File: src/rtl/mem_port_arbiter.sv
// Two-requester arbiter for the shared instruction/data memory port.
// Data side has priority; a starvation counter forces a fetch grant after
// STARVE_MAX consecutive data wins over a pending fetch. One access in flight.
module mem_port_arbiter #(
  parameter int unsigned MEM_LAT    = 1,
  parameter int unsigned STARVE_MAX = 4,
  parameter int unsigned CNT_W      = 3
) (
  input  logic        clk,
  input  logic        reset,
  input  logic        if_req,
  input  logic [63:0] if_addr,
  output logic        if_gnt,
  output logic        if_rvalid,
  output logic [31:0] if_rdata,
  input  logic        d_req,
  input  logic        d_we,
  input  logic [63:0] d_addr,
  input  logic [63:0] d_wdata,
  output logic        d_gnt,
  output logic        d_rvalid,
  output logic [63:0] d_rdata,
  output logic        mem_en,
  output logic        mem_we,
  output logic [63:0] mem_addr,
  output logic [63:0] mem_wdata,
  input  logic [63:0] mem_rdata,
  output logic        busy
);

  if (MEM_LAT < 1) begin : gen_bad_lat
    $error("mem_port_arbiter: MEM_LAT must be >= 1");
  end
  if (MEM_LAT >= (2 ** CNT_W) || STARVE_MAX >= (2 ** CNT_W)) begin : gen_bad_cnt_w
    $error("mem_port_arbiter: CNT_W too narrow for MEM_LAT/STARVE_MAX");
  end

  localparam logic [CNT_W-1:0] LatLast   = CNT_W'(MEM_LAT);
  localparam logic [CNT_W-1:0] StarveTop = CNT_W'(STARVE_MAX);

  typedef enum logic {StIdle, StWait} state_e;

  state_e           state_q, state_d;
  logic             owner_q, owner_d;  // 1 = data port owns the access
  logic [CNT_W-1:0] starve_q, starve_d;
  logic [CNT_W-1:0] lat_q, lat_d;
  logic             if_gnt_q, if_gnt_d, d_gnt_q, d_gnt_d, mem_en_q, mem_en_d;
  logic             if_rvalid_q, if_rvalid_d, d_rvalid_q, d_rvalid_d;
  logic             mem_we_q, mem_we_d;
  logic [63:0]      mem_addr_q, mem_addr_d, mem_wdata_q, mem_wdata_d;
  logic [31:0]      if_rdata_q, if_rdata_d;
  logic [63:0]      d_rdata_q, d_rdata_d;
  logic             win_d, win_i;

  // Arbitration, next state and registered-output next values.
  always_comb begin
    state_d     = state_q;
    owner_d     = owner_q;
    starve_d    = starve_q;
    lat_d       = lat_q;
    if_gnt_d    = 1'b0;
    d_gnt_d     = 1'b0;
    mem_en_d    = 1'b0;
    if_rvalid_d = 1'b0;
    d_rvalid_d  = 1'b0;
    mem_we_d    = mem_we_q;
    mem_addr_d  = mem_addr_q;
    mem_wdata_d = mem_wdata_q;
    if_rdata_d  = if_rdata_q;
    d_rdata_d   = d_rdata_q;
    // Fetch overrides data only once it has been passed over STARVE_MAX times.
    win_d = d_req && !(if_req && (starve_q == StarveTop));
    win_i = !win_d && if_req;
    unique case (state_q)
      StIdle: begin
        if (win_d || win_i) begin
          state_d     = StWait;
          lat_d       = CNT_W'(1);
          owner_d     = win_d;
          mem_en_d    = 1'b1;
          if_gnt_d    = win_i;
          d_gnt_d     = win_d;
          mem_addr_d  = win_d ? d_addr : if_addr;
          mem_we_d    = win_d && d_we;
          mem_wdata_d = win_d ? d_wdata : 64'd0;
          if (win_i) begin
            starve_d = '0;
          end else if (if_req && (starve_q != StarveTop)) begin
            starve_d = starve_q + CNT_W'(1);
          end
        end
      end
      StWait: begin
        if (lat_q == LatLast) begin
          state_d = StIdle;
          lat_d   = '0;
          if (owner_q) begin
            d_rvalid_d = 1'b1;
            d_rdata_d  = mem_we_q ? 64'd0 : mem_rdata;
          end else begin
            if_rvalid_d = 1'b1;
            if_rdata_d  = mem_rdata[31:0];
          end
        end else begin
          lat_d = lat_q + CNT_W'(1);
        end
      end
      default: state_d = StIdle;
    endcase
  end

  // State and output registers; reset drops any access in flight.
  always_ff @(posedge clk or negedge reset) begin
    if (!reset) begin
      state_q     <= StIdle;
      owner_q     <= 1'b1;
      starve_q    <= '0;
      lat_q       <= '0;
      if_gnt_q    <= 1'b0;
      d_gnt_q     <= 1'b0;
      mem_en_q    <= 1'b0;
      if_rvalid_q <= 1'b0;
      d_rvalid_q  <= 1'b0;
      mem_we_q    <= 1'b0;
      mem_addr_q  <= '0;
      mem_wdata_q <= '0;
      if_rdata_q  <= '0;
      d_rdata_q   <= '0;
    end else begin
      state_q     <= state_d;
      owner_q     <= owner_d;
      starve_q    <= starve_d;
      lat_q       <= lat_d;
      if_gnt_q    <= if_gnt_d;
      d_gnt_q     <= d_gnt_d;
      mem_en_q    <= mem_en_d;
      if_rvalid_q <= if_rvalid_d;
      d_rvalid_q  <= d_rvalid_d;
      mem_we_q    <= mem_we_d;
      mem_addr_q  <= mem_addr_d;
      mem_wdata_q <= mem_wdata_d;
      if_rdata_q  <= if_rdata_d;
      d_rdata_q   <= d_rdata_d;
    end
  end

  // Output mapping.
  always_comb begin
    if_gnt    = if_gnt_q;
    d_gnt     = d_gnt_q;
    mem_en    = mem_en_q;
    if_rvalid = if_rvalid_q;
    d_rvalid  = d_rvalid_q;
    mem_we    = mem_we_q;
    mem_addr  = mem_addr_q;
    mem_wdata = mem_wdata_q;
    if_rdata  = if_rdata_q;
    d_rdata   = d_rdata_q;
    busy      = (state_q == StWait);
  end

endmodule

File: config.mk
export PLATFORM = sky130hd
export DESIGN_NAME = mem_port_arbiter
export DESIGN_NICKNAME = d
export VERILOG_FILES = /design/src/rtl/mem_port_arbiter.sv
export SDC_FILE = /design/constraint.sdc
export NUM_CORES = 1
export LEC_CHECK = 0
export BUFFER_PORTS_ARGS = -buffer_cell sky130_fd_sc_hd__buf_2
export CORE_ASPECT_RATIO = 1.4
export CORE_MARGIN = 5
export CORE_UTILIZATION = 30
export DETAILED_ROUTE_END_ITERATION = 8
export PLACE_DENSITY = 0.66
export SLEW_MARGIN = 20
export SYNTH_ARGS = -nofsm -noshare
export SYNTH_HDL_FRONTEND = slang
export SYNTH_SLANG_ARGS = --single-unit
File: constraint.sdc
create_clock -name clk -period 1.7 [get_ports clk]
set_clock_uncertainty 0.2 [all_clocks]
set_input_delay 0.085 -clock clk [delete_from_list [all_inputs] [get_ports clk]]
set_output_delay 0.085 -clock clk [all_outputs]
set_load 0.02 [all_outputs]
==> results of run 1 <==
## per-layer routing
metal / up-vias / wire length [um] / global-route usage (%)
met5: - / 0 / 0
met4: 0 / 1979 / 9.423
met3: 134 / 3328 / 4.601
met2: 561 / 20740 / 34.70
met1: 4926 / 15120 / 22.93
li1: 4562 / - / -
## flip-flops by register name (all words and copies together) (netlist names), 3 cells and up
register and count:
d_rdata 64, mem_addr 64, mem_wdata 64, if_rdata 32
lat_q 3, starve_q 3
## through the flow
step	std cells	utilization (%)	setup slack [ns]	area [um2]	hold slack (ns)
global route	2081	52.03	-0.07355	17280	0.09961
floorplan	838	-	-0.1517	10090	-0.4106
global placement	1748	40.31	-0.03535	13390	-0.1745
detailed placement	1748	40.31	-0.09015	13390	-0.1751
CTS	2061	50.89	-0.04544	16900	-0.4151
finish	2081	52.03	-0.03386	17280	0.1015
## critical path, cell delays in order, from the launching register on
cell and delay (ns):
dfrtp_1 0.43, nor4_4 0.30, buf_6 0.16, buf_12 0.17, mux2_2 0.36
## area by class of cell
cell class                      count  share of cell area (%)
Tap cell                          445                   3.222
Antenna cell                        2                 0.02896
Inverter                            6                  0.1593
Timing Repair Buffer              825                   35.62
Clock inverter                     10                  0.3476
Clock buffer                       36                   4.091
Multi-Input combinational cell    519                   22.04
Sequential cell                   238                   34.49
## kinds of logic (layout without fill, tap and decap cells)
kind of cell,Yosys count,after routing
xor+xnor,1,1
buf+inv,81,877
fa+ha+maj,2,2
other cells,0,2
mux,97,97
flops,238,238
simple gates,282,282
compound gates,137,137
## timing repair
item	in CTS	in global routing
gates resized for setup	14	27
endpoints found under the setup margin	151	205
buffers inserted	5	8
pin swaps	3	53
hold buffers	260	1
cloned	2	10
hold endpoints to repair	469	2
## power by group through the flow
stage                     Clock, mW  Combinational (mW)  Sequential, mW
after global routing           5.57                17.2            10.4
after floorplan                   0                5.61            13.3
final                          5.23                16.2            10.2
after detailed placement          0                14.6            10.1
after CTS                      5.36                15.4            10.0
after global placement            0                14.3            10.1
## worst max-delay path by stage
stage	startpoint	to	slack, ns	depth (start not counted)
2_1_floorplan	busy$_DFF_PN0_	if_rdata[2]$_DFFE_PN0P_	-0.15	5
3_3_place_gp	starve_q[1]$_DFFE_PN0P_	mem_wdata[44]$_DFFE_PN0P_	-0.04	7
3_5_place_dp	starve_q[0]$_DFFE_PN0P_	mem_wdata[51]$_DFFE_PN0P_	-0.09	7
4_1_cts	busy$_DFF_PN0_	if_rdata[28]$_DFFE_PN0P_	-0.05	4
5_1_grt	starve_q[0]$_DFFE_PN0P_	mem_addr[43]$_DFFE_PN0P_	-0.07	7
6_report	lat_q[2]$_DFFE_PN0P_	if_rdata[25]$_DFFE_PN0P_	-0.03	4
## layout by cell type, fill, tap and decap left out, drive strengths merged, types with 8 or more instances in the layout
master | netlist | final
buf | 49 | 554
dlygate4sd3 | 0 | 261
dfrtp | 237 | 237
nand2 | 139 | 139
mux2 | 96 | 96
nand4 | 66 | 66
nor2b | 65 | 65
o211ai | 64 | 64
a22o | 64 | 64
clkbuf | 26 | 45
clkinv | 0 | 8
==> flow_metrics.env, run 1 <==
export IMPL_power_total_mw=31.54
export IMPL_grt_pass1_wl_mm=59.30
export IMPL_synthFlopType="dfrtp_1"
export IMPL_timing_rr_end="if_rdata[25]$_DFFE_PN0P_"
export IMPL_tightest_slew_ns=0.4825
export IMPL_synth_common_cells="dfrtp_1 (237), nand2_1 (138), mux2_2 (72), nand4_1 (66), nor2b_1 (65)"
export IMPL_min_delay_start="d_wdata[51]"
export IMPL_final_max_slew_violation_count=0
export IMPL_path_max_fanout=17
export IMPL_totalWireLength_mm=41.17
export IMPL_via_count=10180
export IMPL_rsz0062_at_grt="yes"
export IMPL_drive_gt1_share_pct=43.33
export IMPL_p_clk_share_pct=16.6
export IMPL_fill_cells=2803
export IMPL_crit_path_start_kind="register"
export IMPL_synth_compound_area_share_pct=11.03
export IMPL_synthTopCellsByArea="dfrtp_1 (59%), mux2_2 (8.1%), a22o_1 (5.6%)"
export IMPL_synthAdderAreaFrac_pct=0.2486
export IMPL_grt_max_degree=93
export IMPL_dr_pass1_iters=5
export IMPL_clock_sinks=238
export IMPL_num_io_pins=492
export IMPL_hold_viol=0
export IMPL_fp_dieArea_mm2=0.03736
export IMPL_yosys_area_top_type="dfrtp_1"
export IMPL_synth_top_area_share_pct=58.93
export IMPL_num_nets_final=1878
export IMPL_cts_tree="done"
export IMPL_drcViolationCount=0
export IMPL_r2r_start="lat_q[2]$_DFFE_PN0P_"
export IMPL_antenna_found_initial=2
export IMPL_synth_mux_area_share_pct=11.18
export IMPL_power_frac_seq_pct=32.2
export IMPL_intPower_mw=18.40
export IMPL_drv_cap=0
export IMPL_worstSkewPairLatency_ns=0.53
export IMPL_cts_buffers=25
export IMPL_clk_path_buf_depth=3
export IMPL_die_x_um=164.8
export IMPL_syn_cell_area_mm2=0.01006
export IMPL_ys_ff_latch=238
export IMPL_num_rows=79
export IMPL_combPwrFrac_pct=51.2
export IMPL_failed_checks="negative setup slack"
export IMPL_whs_path_depth=3
export IMPL_area_growth_pct=71.68
export IMPL_cts_clk_slew_worst_paths_ns=0.06
export IMPL_multi_input_area_mm2=0.003809
export IMPL_status="complete, but fails checks"
export IMPL_fin_ws_ns=-0.03386
export IMPL_end_kind="register"
export IMPL_port_buffers=491
export IMPL_postSynthCellCount=838
export IMPL_timing_fmax_mhz=576.7
export IMPL_dp_hpwl_mm=24.98
export IMPL_htreeDepth=1
export IMPL_powerDensity_mw_per_mm2=1825
export IMPL_maxSlewHeadroom_pct=67.83
export IMPL_crit_type="reg -> reg"
export IMPL_gp_congestion=0.8518
export IMPL_yosys_cell_types_count=32
export IMPL_cts_root_buf="clkbuf_16"
export IMPL_setup_violations=46
export IMPL_fin_crit_ns=1.734
export IMPL_synth_simple_gate_area_share_pct=14.11
export IMPL_overflow=0
export IMPL_routedWlPerCell_um=19.78
export IMPL_crit_arrival_ns=1.96
export IMPL_synth_top_family_by_area="simple AND/OR/NAND/NOR gates"
export IMPL_r2r_slack_ns=-0.03
export IMPL_min_to="mem_wdata[51]$_DFFE_PN0P_"
export IMPL_yosysSeqAreaShare_pct=59.19
export IMPL_drt_iter0_drc=627
export IMPL_cp_required_ns=1.93
export IMPL_routed_via_density=4.893
export IMPL_p_leak_nw=8.441
export IMPL_synth_area_per_cell_um2=12.01
export IMPL_vdd_ir_drop_max_mv=0.8899
export IMPL_rr_worst_depth=4
export IMPL_final_antenna_net_count=0
export IMPL_core_area_mm2=0.03321
export IMPL_fp_dieH_um=226.7
export IMPL_ys_warn_count=0
export IMPL_synth_most_common_cell="dfrtp_1"
export IMPL_synth_xor_xnor_area_share_pct=0.08702
export IMPL_regArea_mm2=0.005959
export IMPL_syn_num_nets=1101
export IMPL_grtUsageTotal_pct=19.89
export IMPL_async_flop_share_pct=100.0
export IMPL_p_sw_share_pct=41.66
export IMPL_synth_edf_count=0
export IMPL_first_global_vias=10600
export IMPL_p_switching_mw=13.14
export IMPL_fin_crit_sh_pct=102.0
export IMPL_min_path_type="in -> reg"
export IMPL_initial_core_util_pct=30.30
export IMPL_tns_ns=-0.6322
No activity file was read; power rests on OpenSTA's default activity.
==> run 2: changes to the inputs <==
--- a/config.mk
+++ b/config.mk
@@ -6,11 +6,13 @@
 export NUM_CORES = 1
 export LEC_CHECK = 0
 export BUFFER_PORTS_ARGS = -buffer_cell sky130_fd_sc_hd__buf_2
+export CELL_PAD_IN_SITES_DETAIL_PLACEMENT = 0
+export CELL_PAD_IN_SITES_GLOBAL_PLACEMENT = 1
 export CORE_ASPECT_RATIO = 1.4
 export CORE_MARGIN = 5
 export CORE_UTILIZATION = 30
 export DETAILED_ROUTE_END_ITERATION = 8
-export PLACE_DENSITY = 0.66
+export PLACE_DENSITY = 0.82
 export SLEW_MARGIN = 20
 export SYNTH_ARGS = -nofsm -noshare
 export SYNTH_HDL_FRONTEND = slang
==> constraint.sdc (replaced) <==
create_clock -name clk -period 1.5 [get_ports clk]
set_clock_uncertainty 0.2 [all_clocks]
set_input_delay 0.075 -clock clk [delete_from_list [all_inputs] [get_ports clk]]
set_output_delay 0.075 -clock clk [all_outputs]
set_load 0.02 [all_outputs]
==> run 2 against run 1 <==
  * The run still ends with negative setup slack left
  * Cell area rose by 4.6%
  * Sequential power up 14%
  * Highest routed layer is now met5
  * Largest cell class unchanged
  * Hold slack worse by 0.012 ns
  * Core utilization is 2.4 points higher
  * Critical endpoint is now mem_addr[55]$_DFFE_PN0P_
==> flow_metrics.env, run 2 (synthesis gave the netlist of run 1 again) <==
export IMPL_drive_gt1_share_pct=44.84
export IMPL_grtUsageTotal_pct=21.36
export IMPL_fin_crit_sh_pct=116.9
export IMPL_antenna_found_initial=5
export IMPL_rr_worst_depth=8
export IMPL_num_rows=79
export IMPL_routed_via_density=4.988
export IMPL_maxSlewHeadroom_pct=60.00
export IMPL_power_total_mw=38.50
export IMPL_placed_cells=1774
export IMPL_dpl_worst_slack_ns=-0.2496
export IMPL_cp_required_ns=1.75
export IMPL_cts_clk_slew_worst_paths_ns=0.07
export IMPL_crit_path_start_kind="register"
export IMPL_dr_pass1_iters=5
export IMPL_hold_worst_slack_ns=0.08948
export IMPL_die_x_um=164.8
export IMPL_fin_ws_ns=-0.2536
export IMPL_cts_root_buf="clkbuf_16"
export IMPL_num_io_pins=492
export IMPL_num_nets_final=1919
export IMPL_path_cells="inv_2, ha_4, and3_4, buf_6, nor2_4, buf_12, clkbuf_16, o211ai_1"
export IMPL_cts_buffers=25
export IMPL_fp_dieH_um=226.7
export IMPL_routedWlPerCell_um=20.51
export IMPL_first_global_vias=11210
export IMPL_startpoint="starve_q[1]$_DFFE_PN0P_"
export IMPL_drcViolationCount=0
export IMPL_totalWireLength_mm=43.58
export IMPL_crit_arrival_ns=2.00
export IMPL_setup_violations=231
export IMPL_core_area_mm2=0.03321
export IMPL_hold_viol=0
export IMPL_dp_hpwl_mm=26.46
export IMPL_p_leak_nw=8.974
export IMPL_final_antenna_net_count=0
export IMPL_clk_path_buf_depth=3
export IMPL_area_growth_pct=79.54
export IMPL_grt_pass1_wl_mm=63.02
export IMPL_end_kind="register"
export IMPL_cpPeakStageDelay_ns=0.39
export IMPL_drv_cap=0
export IMPL_grt_max_degree=53
export IMPL_port_buffers=491
export IMPL_fin_cells=2125
export IMPL_cts_tree="done"
export IMPL_fin_crit_ns=1.754
export IMPL_crit_end="mem_addr[55]$_DFFE_PN0P_"
export IMPL_timing_rr_end="mem_addr[55]$_DFFE_PN0P_"
export IMPL_failed_checks="negative setup slack"
export IMPL_final_max_slew_violation_count=0
export IMPL_timing_fmax_mhz=570.2
export IMPL_drt_iter0_drc=701
export IMPL_tightest_slew_ns=0.6001
export IMPL_crit_type="reg -> reg"
export IMPL_gp_congestion=0.8579
export IMPL_powerDensity_mw_per_mm2=2130
export IMPL_overflow=0
export IMPL_cpMaxStageDelayCell="dfrtp_1"
export IMPL_mostFrequentLayoutCells="buf_2 (489), dlygate4sd3_1 (261), dfrtp_1 (235), nand2_1 (135), mux2_4 (69)"
export IMPL_initial_core_util_pct=30.30
export IMPL_path_max_fanout=15
export IMPL_r2r_start="starve_q[1]$_DFFE_PN0P_"
export IMPL_htreeDepth=1
export IMPL_worstSkewPairLatency_ns=0.53
export IMPL_vdd_ir_drop_max_mv=1.033
export IMPL_fp_dieArea_mm2=0.03736
export IMPL_status="complete, but fails checks"
export IMPL_min_path_type="in -> reg"
export IMPL_rsz0062_at_grt="yes"
export IMPL_clock_sinks=238
export IMPL_layout_commonest_cell="buf_2"
export IMPL_via_count=10600
export IMPL_r2r_slack_ns=-0.25
run 2: cell count changes in the layout (fill, tap and decap cells not counted), sizes merged:
cell,previous run,this run
buf,554,595
bufinv,0,5
clkbuf,45,41
clkinv,8,5
diode,2,5
clkinvlp,1,3
run 2: report_power, final:
part | internal (mW) | total, mW | switching (mW)
Combinational | 9.11 | 20.1 | 11.0
Sequential | 9.61 | 11.6 | 1.96
Clock | 4.18 | 6.84 | 2.65
Total | 22.9 | 38.5 | 15.6
run 2: area by class of cell:
cell class | instances | area (um2)
Fill cell | 2730 | 15140
Clock buffer | 33 | 705.7
Timing Repair inverter | 1 | 6.256
Multi-Input combinational cell | 519 | 3978
Clock inverter | 13 | 205.2
Timing Repair Buffer | 865 | 6619
Tap cell | 445 | 556.8
Sequential cell | 238 | 5959
Antenna cell | 5 | 12.51
Inverter | 6 | 27.53
run 2: worst min path at each step:
stage	start	endpoint	slack (ns)	cells after the start
3_3_place_gp	reset	if_rdata[28]$_DFFE_PN0P_	-0.15	1
6_report	d_wdata[6]	mem_wdata[6]$_DFFE_PN0P_	0.09	3
3_5_place_dp	reset	if_rdata[24]$_DFFE_PN0P_	-0.15	1
2_1_floorplan	reset	busy$_DFF_PN0_	-0.42	0
4_1_cts	mem_rdata[26]	if_rdata[26]$_DFFE_PN0P_	-0.42	2
5_1_grt	d_wdata[9]	mem_wdata[9]$_DFFE_PN0P_	0.08	3
run 2: through the flow:
stage / util, % / TNS [ns] / cell area, um2
after floorplan: - / -34.08 / 10530
after global placement: 41.31 / -37.49 / 13720
after detailed placement: 41.31 / -40.24 / 13720
after CTS: 53.43 / -40.71 / 17740
after global routing: 54.40 / -53.31 / 18070
final: 54.41 / -41.14 / 18070
run 2: layer usage:
layer	wire, um	global-route usage (%)	share of wire, %
met1	15660	24.46	36
met2	22180	37.30	51
met3	3512	4.692	8.1
met4	2213	10.85	5.1
met5	11	0	0.025
run 2: repair_timing:
action,4_1_cts,5_1_grt
gates cloned,10,10
endpoints found under the setup margin,231,235
hold buffers,260,1
pin swaps,6,24
hold endpoints to repair,469,2
setup buffers,14,5
gates resized for setup,45,8
run 2: worst max-delay path: cells and delay by family, from the launching register on:
kind	cells	cell delay, ns
buf+inv	4	0.51
fa+ha+maj	1	0.13
simple gates	2	0.22
flops	1	0.39
compound gates	1	0.20
==> run 3: changes to the inputs <==
==> constraint.sdc (replaced) <==
create_clock -name clk -period 1.5 [get_ports clk]
set_clock_uncertainty 0.2 [all_clocks]
set_input_delay 0.225 -clock clk [delete_from_list [all_inputs] [get_ports clk]]
set_output_delay 0.225 -clock clk [all_outputs]
set_load 0.02 [all_outputs]
==> run 3 against run 2 <==
  * The run still ends with negative setup slack left
  * Combinational power grew 2%
  * Worst setup slack lost 0.0092 ns
  * Power grew 1.1%
  * Register-to-register slack is essentially flat
  * Critical path depth is the same
  * Clock power is essentially flat
  * Hold slack lost 0.079 ns
  * Fmax shrank 0.52%
  * Cell count shrank 0.71%
  * Via count shrank 1.6%
  * Largest power group unchanged
==> flow_metrics.env, run 3 (synthesis gave the netlist of run 1 again) <==
export IMPL_status="complete, but fails checks"
export IMPL_failed_checks="negative setup slack"
export IMPL_area_growth_pct=79.35
export IMPL_clock_sinks=238
export IMPL_p_clk_share_pct=17.7
export IMPL_die_x_um=164.8
export IMPL_path_max_fanout=6
export IMPL_grt_max_degree=47
export IMPL_cts_buffers=26
export IMPL_dpl_cell_area_mm2=0.01365
export IMPL_min_path_type="in -> reg"
export IMPL_powerDensity_mw_per_mm2=2155
export IMPL_cp_required_ns=1.74
export IMPL_crit_type="reg -> reg"
export IMPL_p_sw_share_pct=40.37
export IMPL_routedWlPerCell_um=20.36
export IMPL_rsz0062_at_grt="yes"
export IMPL_dp_hpwl_mm=25.99
export IMPL_drcViolationCount=0
export IMPL_p_switching_mw=15.70
export IMPL_grt_pass1_wl_mm=60.77
export IMPL_fin_crit_ns=1.763
export IMPL_fp_dieArea_mm2=0.03736
export IMPL_dr_wl_met2_mm=21.81
export IMPL_tns_ns=-41.46
export IMPL_min_delay_start="d_req"
export IMPL_grtUsageTotal_pct=20.50
export IMPL_cts_root_buf="clkbuf_16"
export IMPL_hold_viol=0
export IMPL_timing_fmax_mhz=567.3
export IMPL_maxSlewHeadroom_pct=79.24
export IMPL_drive_gt1_share_pct=45.28
export IMPL_multi_input_area_mm2=0.004096
export IMPL_drt_iter0_drc=743
export IMPL_dr_pass1_iters=5
export IMPL_drv_cap=0
export IMPL_fp_dieH_um=226.7
export IMPL_final_max_slew_violation_count=0
export IMPL_num_rows=79
export IMPL_crit_path_start_kind="register"
export IMPL_tightest_slew_ns=0.3114
export IMPL_final_antenna_net_count=0
export IMPL_p_leak_nw=9.008
export IMPL_num_nets_final=1906
export IMPL_setup_violations=468
export IMPL_clk_path_buf_depth=3
export IMPL_routed_via_density=4.944
export IMPL_vdd_ir_drop_max_mv=1.233
export IMPL_totalWireLength_mm=42.96
export IMPL_first_global_vias=10890
export IMPL_r2r_start="starve_q[1]$_DFFE_PN0P_"
export IMPL_overflow=0
export IMPL_startpoint="starve_q[1]$_DFFE_PN0P_"
export IMPL_end_kind="register"
export IMPL_core_area_mm2=0.03321
export IMPL_antenna_found_initial=3
export IMPL_power_total_mw=38.90
export IMPL_htreeDepth=1
export IMPL_layout_commonest_cell="buf_2"
export IMPL_mostFrequentLayoutCells="buf_2 (487), dlygate4sd3_1 (260), dfrtp_1 (235), nand2_1 (137), mux2_4 (96)"
export IMPL_cts_clk_slew_worst_paths_ns=0.07
export IMPL_num_io_pins=492
export IMPL_fin_crit_sh_pct=117.5
export IMPL_crit_arrival_ns=2.00
export IMPL_gp_congestion=0.8475
export IMPL_met1_length_mm=15.76
export IMPL_intPower_mw=23.20
export IMPL_regArea_mm2=0.005959
export IMPL_port_buffers=491
export IMPL_via_count=10430
export IMPL_final_area_mm2=0.01805
export IMPL_cts_tree="done"
export IMPL_hold_worst_slack_ns=0.01002
export IMPL_combPwrFrac_pct=52.6
export IMPL_power_frac_seq_pct=29.7
export IMPL_worstSkewPairLatency_ns=0.53
export IMPL_fill_cells=2700
export IMPL_initial_core_util_pct=30.30
export IMPL_wl_met3_mm=3.287
export IMPL_top_layer="met5"
export IMPL_fin_ws_ns=-0.2628
run 3: repair_timing:
action / CTS / global route
gates resized for setup: 24 / 52
pin swaps: 2 / 15
hold buffers: 260 / 0
setup endpoints to repair: 460 / 635
gates cloned: 4 / 16
hold endpoints to repair: 464 / 0
setup buffers: 5 / 14
run 3: power by group through the flow:
stage	Combinational [mW]	Sequential, mW	Clock, mW
2_1_floorplan	7.60	15.1	0
3_3_place_gp	16.9	11.4	0
3_5_place_dp	17.2	11.4	0
4_1_cts	18.4	11.4	7.04
5_1_grt	21.6	11.9	7.27
6_report	20.5	11.6	6.87
run 3: critical path: stages (launching register included):
cell and delay [ns]:
dfrtp_1 0.38, inv_2 0.08, ha_4 0.13, and3_4 0.21, nor3_4 0.06, buf_4 0.14
clkbuf_16 0.15, buf_4 0.14, a22o_1 0.17
run 3: routing by layer:
| metal | up-vias | track usage, % |
|---|---|---|
| met4 | 2 | 9.852 |
| met2 | 595 | 35.69 |
| met5 | - | 0 |
| li1 | 4616 | - |
| met3 | 152 | 4.219 |
| met1 | 5067 | 23.96 |
run 3: path summary, 6_finish.rpt:
| path | end | slack [ns] | depth (start not counted) |
|---|---|---|---|
| max reg2reg | mem_wdata[61]$_DFFE_PN0P_ | -0.26 | 8 |
| min reg2reg | mem_wdata[63]$_DFFE_PN0P_ | 0.28 | 2 |
| max in group asynchronous | mem_we$_DFFE_PN0P_ | -0.04 | 4 |
| min | starve_q[0]$_DFFE_PN0P_ | 0.01 | 4 |
| max | mem_wdata[61]$_DFFE_PN0P_ | -0.26 | 8 |
| min in group asynchronous | if_rdata[28]$_DFFE_PN0P_ | 0.52 | 3 |
run 3: layout make-up:
type,instances,area share [%]
clock inverter,14,1.061
sequential,238,33.01
tap,445,3.084
timing repair inverter,1,0.04852
inverter,6,0.1525
clock buffer,34,4.048
multi-input combinational,519,22.69
timing repair buffer,851,35.87
antenna,2,0.02773
run 3: through the flow:
step	setup WS [ns]	util [%]	cells
6_report	-0.2628	54.35	2110
5_1_grt	-0.3051	54.34	2109
4_1_cts	-0.2466	52.37	2078
3_5_place_dp	-0.2946	41.09	1761
3_3_place_gp	-0.2812	41.09	1761
2_1_floorplan	-0.3517	-	838
